--- src/rtl/dm_pkg.sv ---
// dm_pkg: DMOp opcodes, access FSM states and opcode-class helpers for the data-memory access unit
package dm_pkg;
  localparam logic [2:0] DM_LW  = 3'd0;
  localparam logic [2:0] DM_LH  = 3'd1;
  localparam logic [2:0] DM_LHU = 3'd2;
  localparam logic [2:0] DM_LB  = 3'd3;
  localparam logic [2:0] DM_LBU = 3'd4;
  localparam logic [2:0] DM_SW  = 3'd5;
  localparam logic [2:0] DM_SH  = 3'd6;
  localparam logic [2:0] DM_SB  = 3'd7;
  typedef enum logic [2:0] {IDLE, READ, MERGE, WRITE, RESP} state_e;
  function automatic logic is_store(input logic [2:0] op);
    return op >= DM_SW;
  endfunction
  function automatic logic is_half(input logic [2:0] op);
    return op == DM_LH || op == DM_LHU || op == DM_SH;
  endfunction
  function automatic logic is_byte(input logic [2:0] op);
    return op == DM_LB || op == DM_LBU || op == DM_SB;
  endfunction
  function automatic logic is_signed(input logic [2:0] op);
    return op == DM_LB || op == DM_LH;
  endfunction
  function automatic logic misaligned(input logic [2:0] op, input logic [1:0] a);
    return is_half(op) ? a[0] : !is_byte(op) && a != 2'd0;
  endfunction
endpackage

--- src/rtl/dm_lane_unit.sv ---
// dm_lane_unit: little-endian byte/half lane extraction for loads and lane merge for sub-word stores
// Ports: op (DMOp), lane (addr[1:0]), word (SRAM word), wdata (store data)
//        load (extended load value), merged (word with addressed lane replaced; wdata for SW)
module dm_lane_unit
  import dm_pkg::*;
(
  input  logic [2:0]  op,
  input  logic [1:0]  lane,
  input  logic [31:0] word,
  input  logic [31:0] wdata,
  output logic [31:0] load,
  output logic [31:0] merged
);
  logic [4:0]  sh;
  logic [7:0]  b;
  logic [15:0] h;
  logic        sg;
  always_comb begin
    sh = {lane, 3'b000};
    b = 8'(word >> sh);
    h = lane[1] ? word[31:16] : word[15:0];
    sg = is_signed(op);
    load = is_byte(op) ? {{24{sg & b[7]}}, b} : is_half(op) ? {{16{sg & h[15]}}, h} : word;
    merged = is_byte(op) ? (word & ~(32'hFF << sh)) | ({24'd0, wdata[7:0]} << sh) :
             is_half(op) ? (lane[1] ? {wdata[15:0], word[15:0]} : {word[31:16], wdata[15:0]}) :
             wdata;
  end
endmodule

--- src/rtl/dm_access_unit.sv ---
// dm_access_unit: multi-cycle LW/LH/LHU/LB/LBU/SW/SH/SB engine over a byte-enable-less synchronous SRAM
// Ports: clk, rstn (async active-low); core side req/dm_op/addr/wdata in, ready/done/rdata/err out;
//        SRAM side mem_en/mem_we/mem_addr/mem_wdata out, mem_rdata in (one-cycle read latency)
module dm_access_unit
  import dm_pkg::*;
#(
  parameter int AW = 10
) (
  input  logic          clk,
  input  logic          rstn,
  input  logic          req,
  input  logic [2:0]    dm_op,
  input  logic [31:0]   addr,
  input  logic [31:0]   wdata,
  output logic          ready,
  output logic          done,
  output logic [31:0]   rdata,
  output logic          err,
  output logic          mem_en,
  output logic          mem_we,
  output logic [AW-1:0] mem_addr,
  output logic [31:0]   mem_wdata,
  input  logic [31:0]   mem_rdata
);
  state_e        state, nxt;
  logic [2:0]    op_q;
  logic [AW+1:0] addr_q;
  logic [31:0]   wdata_q, merge_q, ld, mg;
  logic          unused_addr;
  // Address bits above the SRAM word index are dropped, so accesses wrap modulo the depth.
  assign unused_addr = ^addr[31:AW+2];
  dm_lane_unit u_lane (
    .op(op_q),
    .lane(addr_q[1:0]),
    .word(mem_rdata),
    .wdata(wdata_q),
    .load(ld),
    .merged(mg)
  );
  always_ff @(posedge clk or negedge rstn)
    if (!rstn) state <= IDLE;
    else state <= nxt;
  always_comb begin
    nxt = state;
    case (state)
      IDLE:    nxt = !req ? IDLE : misaligned(dm_op, addr[1:0]) ? RESP : dm_op == DM_SW ? WRITE : READ;
      READ:    nxt = MERGE;
      MERGE:   nxt = is_store(op_q) ? WRITE : RESP;
      WRITE:   nxt = RESP;
      default: nxt = IDLE;
    endcase
    ready = state == IDLE;
    done = state == RESP;
    err = state == RESP && misaligned(op_q, addr_q[1:0]);
    mem_en = state == READ || state == WRITE;
    mem_we = state == WRITE;
  end
  assign mem_addr = addr_q[AW+1:2];
  assign mem_wdata = op_q == DM_SW ? wdata_q : merge_q;
  always_ff @(posedge clk or negedge rstn)
    if (!rstn) begin
      op_q <= '0;
      addr_q <= '0;
      wdata_q <= '0;
      merge_q <= '0;
      rdata <= '0;
    end else begin
      if (ready && req) begin
        op_q <= dm_op;
        addr_q <= addr[AW+1:0];
        wdata_q <= wdata;
      end
      if (state == MERGE && is_store(op_q)) merge_q <= mg;
      if (state == MERGE && !is_store(op_q)) rdata <= ld;
    end
endmodule

--- config.mk ---
export PLATFORM = sky130hd
export DESIGN_NAME = dm_access_unit
export DESIGN_NICKNAME = d
export VERILOG_FILES = /design/src/rtl/dm_pkg.sv /design/src/rtl/dm_lane_unit.sv /design/src/rtl/dm_access_unit.sv
export SDC_FILE = /design/constraint.sdc
export NUM_CORES = 1
export LEC_CHECK = 0
export CAP_MARGIN = 15
export CORE_UTILIZATION = 30
export CTS_BUF_LIST = sky130_fd_sc_hd__clkbuf_8
export DETAILED_ROUTE_END_ITERATION = 10
export PLACE_DENSITY = 0.59
export RECOVER_POWER = 100
export SYNTH_ARGS = -nofsm -noshare
export SYNTH_HDL_FRONTEND = slang
export SYNTH_SLANG_ARGS = --single-unit
--- constraint.sdc ---
create_clock -name clk -period 2.2 [get_ports clk]
set_clock_uncertainty 0.2 [all_clocks]
set_input_delay 0.44 -clock clk [delete_from_list [all_inputs] [get_ports clk]]
set_output_delay 0.44 -clock clk [all_outputs]
set_load 0.01 [all_outputs]
==> reports/metrics.yaml <==
finish:
  final_cell_mix: "dfrtp_1 (113), clkdlybuf4s50_1 (80), buf_4 (79), mux2_2 (67), nand2_1 (47)"
  drive_above_1_share_pct: 33.8
  n_antenna_cell: 0
  final_common_cell: "dfrtp_1"
  fin_area_um2: 9910
  syn2layout_area_growth_pct: 46.7
  nets: 945
  fin_cells: 1136
  n_fill_cell: 2058
floorplanning:
  start_util_pct: 30.7
  die_height_um: 152
  num_rows: 54
  die_area_um2: 23100
  ios: 181
  core-area_um2: 22000
  die_w_um: 152
power_and_ir_drop:
  peakVddDrop_mv: 0.674
  p_leak_uw: 0.00426
  pwr_density_cell_nw_per_um2: 1550
global_routing:
  grt_usage_pct: 21.6
  grt_max_degree: 70
  overflow: 0
  grt_pass1_wl_um: 38000
  antenna_found_initial: 0
  grt_pass1_vias: 6268
timing:
  fmax_mhz: 406
  slew_violations: 0
  fin_tns_setup_ps: -11560
  tightest_slew_ps: 981
  maxSlewHeadroom_pct: 34.6
  setup_viol: 83
  setup_ws_ps: -263
  hold_viol: 0
  period_share_pct: 112
  rsz0062_at_grt: "true"
  period_needed_ps: 2460
setup_path:
  max_stage_delay_ps: 430
  critical_path.max_fanout: 7
  critPathArrivalTime_ps: 1820
  worstPathCellList: "nand3b_1, buf_6, buf_8, mux2_2, buf_6"
  reg2regPathDepth: 9
  crit_path_end_kind: "output pin"
  worstPathBufferInverterCount: 3
  cp_common_cell: "buf_6"
  critical_path.top_delay_family: "buffers and inverters"
  cp-start-kind: "register"
  slowest_stage: "dfrtp_1"
  cp.required_ps: 1560
  worst-path-stages: 5
  critPathKind: "register to output pin"
route:
  wl_met1_um: 10900
  wl_per_cell_um: 21.4
  viasPerCell: 5.45
  wl_um: 24300
  dr.pass1.iters: 8
  drc: 12
  highest_layer: "met4"
  vias: 6194
  route.met3.wl_um: 1450
  antenna_left: 0
  drtIter0Drc: 564
  wl_met2_um: 11300
logic_synthesis:
  synth_edf_count: 0
  synth_warnings: 0
  yosys_most_used_dff: "dfrtp_1"
  syn_inst: 628
  ys_seq_area_share_pct: 42.3
  synthArstFlopShare_pct: 100
  netlist_area_um2: 6750
  synth_seq_cells: 114
  synth.distinct_cells: 47
  syn_nets: 730
  syn_avg_cell_area_um2: 10.8
place:
  placedCellCount: 1087
  hpwl_um: 17600
  io_buffers: 160
  gp_congestion: 0.885
  placed_area_um2: 9100
clock_tree:
  htreeDepth: 4
  cts.sinks: 114
  numCtsBuffers: 17
  cts_tree: "done"
  clockBufferDepth: 2
  clk_latency_ps: 450
  root_buffer: "clkbuf_8"
  clkTransAtPathRegs_ps: 70
run:
  maxCapViolCount: 0
run_status:
  outcome: "finished, violations left"
  violations: "design-rule violations, negative setup slack"
hold_path:
  hp-class: "input pin to async pin"
[kinds of logic after synthesis]
group / after synthesis / synth area share [%]
multiplexers: 133 / 22.9
AO/OA/AOI/OAI: 174 / 18.8
AND/OR/NAND/NOR: 139 / 10.5
buffers and inverters: 68 / 5.45
flip-flops: 114 / 42.3
[Yosys cell counts (2+ instances only)]
library cell / number / area (um2)
o221ai_1: 8 / 70.1
mux4_2: 8 / 180
buf_6: 5 / 56.3
dfrtp_1: 114 / 2850
a22oi_1: 13 / 97.6
buf_4: 11 / 82.6
mux2i_1: 33 / 330
a21oi_1: 13 / 65.1
o2bb2ai_1: 3 / 26.3
o22a_1: 15 / 131
a211oi_1: 2 / 15.0
nand2b_1: 6 / 37.5
nand3_1: 10 / 50.1
buf_1: 5 / 18.8
mux2_2: 92 / 1040
clkbuf_1: 19 / 71.3
nand2_1: 51 / 191
nor2_1: 16 / 60.1
or3b_1: 2 / 17.5
a32oi_1: 2 / 17.5
nor3_1: 18 / 90.1
buf_2: 27 / 135
nor2b_1: 21 / 131
and2_1: 4 / 25.0
a31oi_1: 25 / 156
a221o_1: 16 / 160
a221oi_1: 16 / 140
o22ai_1: 8 / 50.1
o21ai_0: 32 / 160
a22o_1: 16 / 140
[per-layer routing]
layer | vias to the layer above | global-route usage [%]
li1 | 2816 | -
met1 | 3074 | 29.4
met2 | 255 | 33.3
met3 | 49 | 4.36
met4 | 0 | 9.38
met5 | - | 0
[registers in the layout, indices dropped and copies added (netlist names)]
name and flops:
addr_q 12, merge_q 32, op_q 3, rdata 32
state 3, wdata_q 32
[worst paths after layout]
check / startpoint / to / slack (ps)
worst max-delay path: op_q[0] / mem_wdata[18] / -260
worst min-delay path: rstn / rdata[21] / 180
worst max register to register: op_q[0] / merge_q[7] / -140
worst min register to register: merge_q[12] / merge_q[12] / 290
max in group asynchronous: rstn / addr_q[1] / 290
min in group clk: merge_q[12] / merge_q[12] / 290
[what timing repair did]
action / in CTS / in global routing
hold endpoints to repair: 114 / 0
setup endpoints to repair: 53 / 93
buffers inserted: 7 / 7
pin swaps: 5 / 2
hold buffers: 1 / 0
cloned: 2 / 3
resized for setup: 176 / 56
[stage by stage]
stage | hold WS (ps) | total power [uW] | utilization (%) | worst slack, ps
6_report | 181 | 15400 | 45.1 | -263
4_1_cts | 138 | 15100 | 44.3 | -325
5_1_grt | 203 | 16400 | 45.1 | -314
3_3_place_gp | 68.1 | 12500 | 41.4 | -390
2_1_floorplan | -55.6 | 8840 | - | 113
3_5_place_dp | 68.0 | 12600 | 41.4 | -400
[power breakdown]
group | total (uW) | leakage (uW) | internal (uW) | switching, uW
combinational | 9210 | 0.00268 | 4910 | 4300
sequential | 3940 | 0.00135 | 3120 | 822
clock | 2240 | 0.000234 | 1340 | 900
total | 15400 | 0.00426 | 9370 | 6030
[layout make-up]
class	instances	area, um2	area share, %
Sequential cell	114	2850	28.8
Multi-Input combinational cell	447	3700	37.3
Inverter	1	3.75	0.0379
Clock inverter	11	159	1.60
Clock buffer	21	289	2.92
Tap cell	280	350	3.54
Timing Repair Buffer	262	2550	25.8
Note: power is estimated with default switching activity, not from simulation.
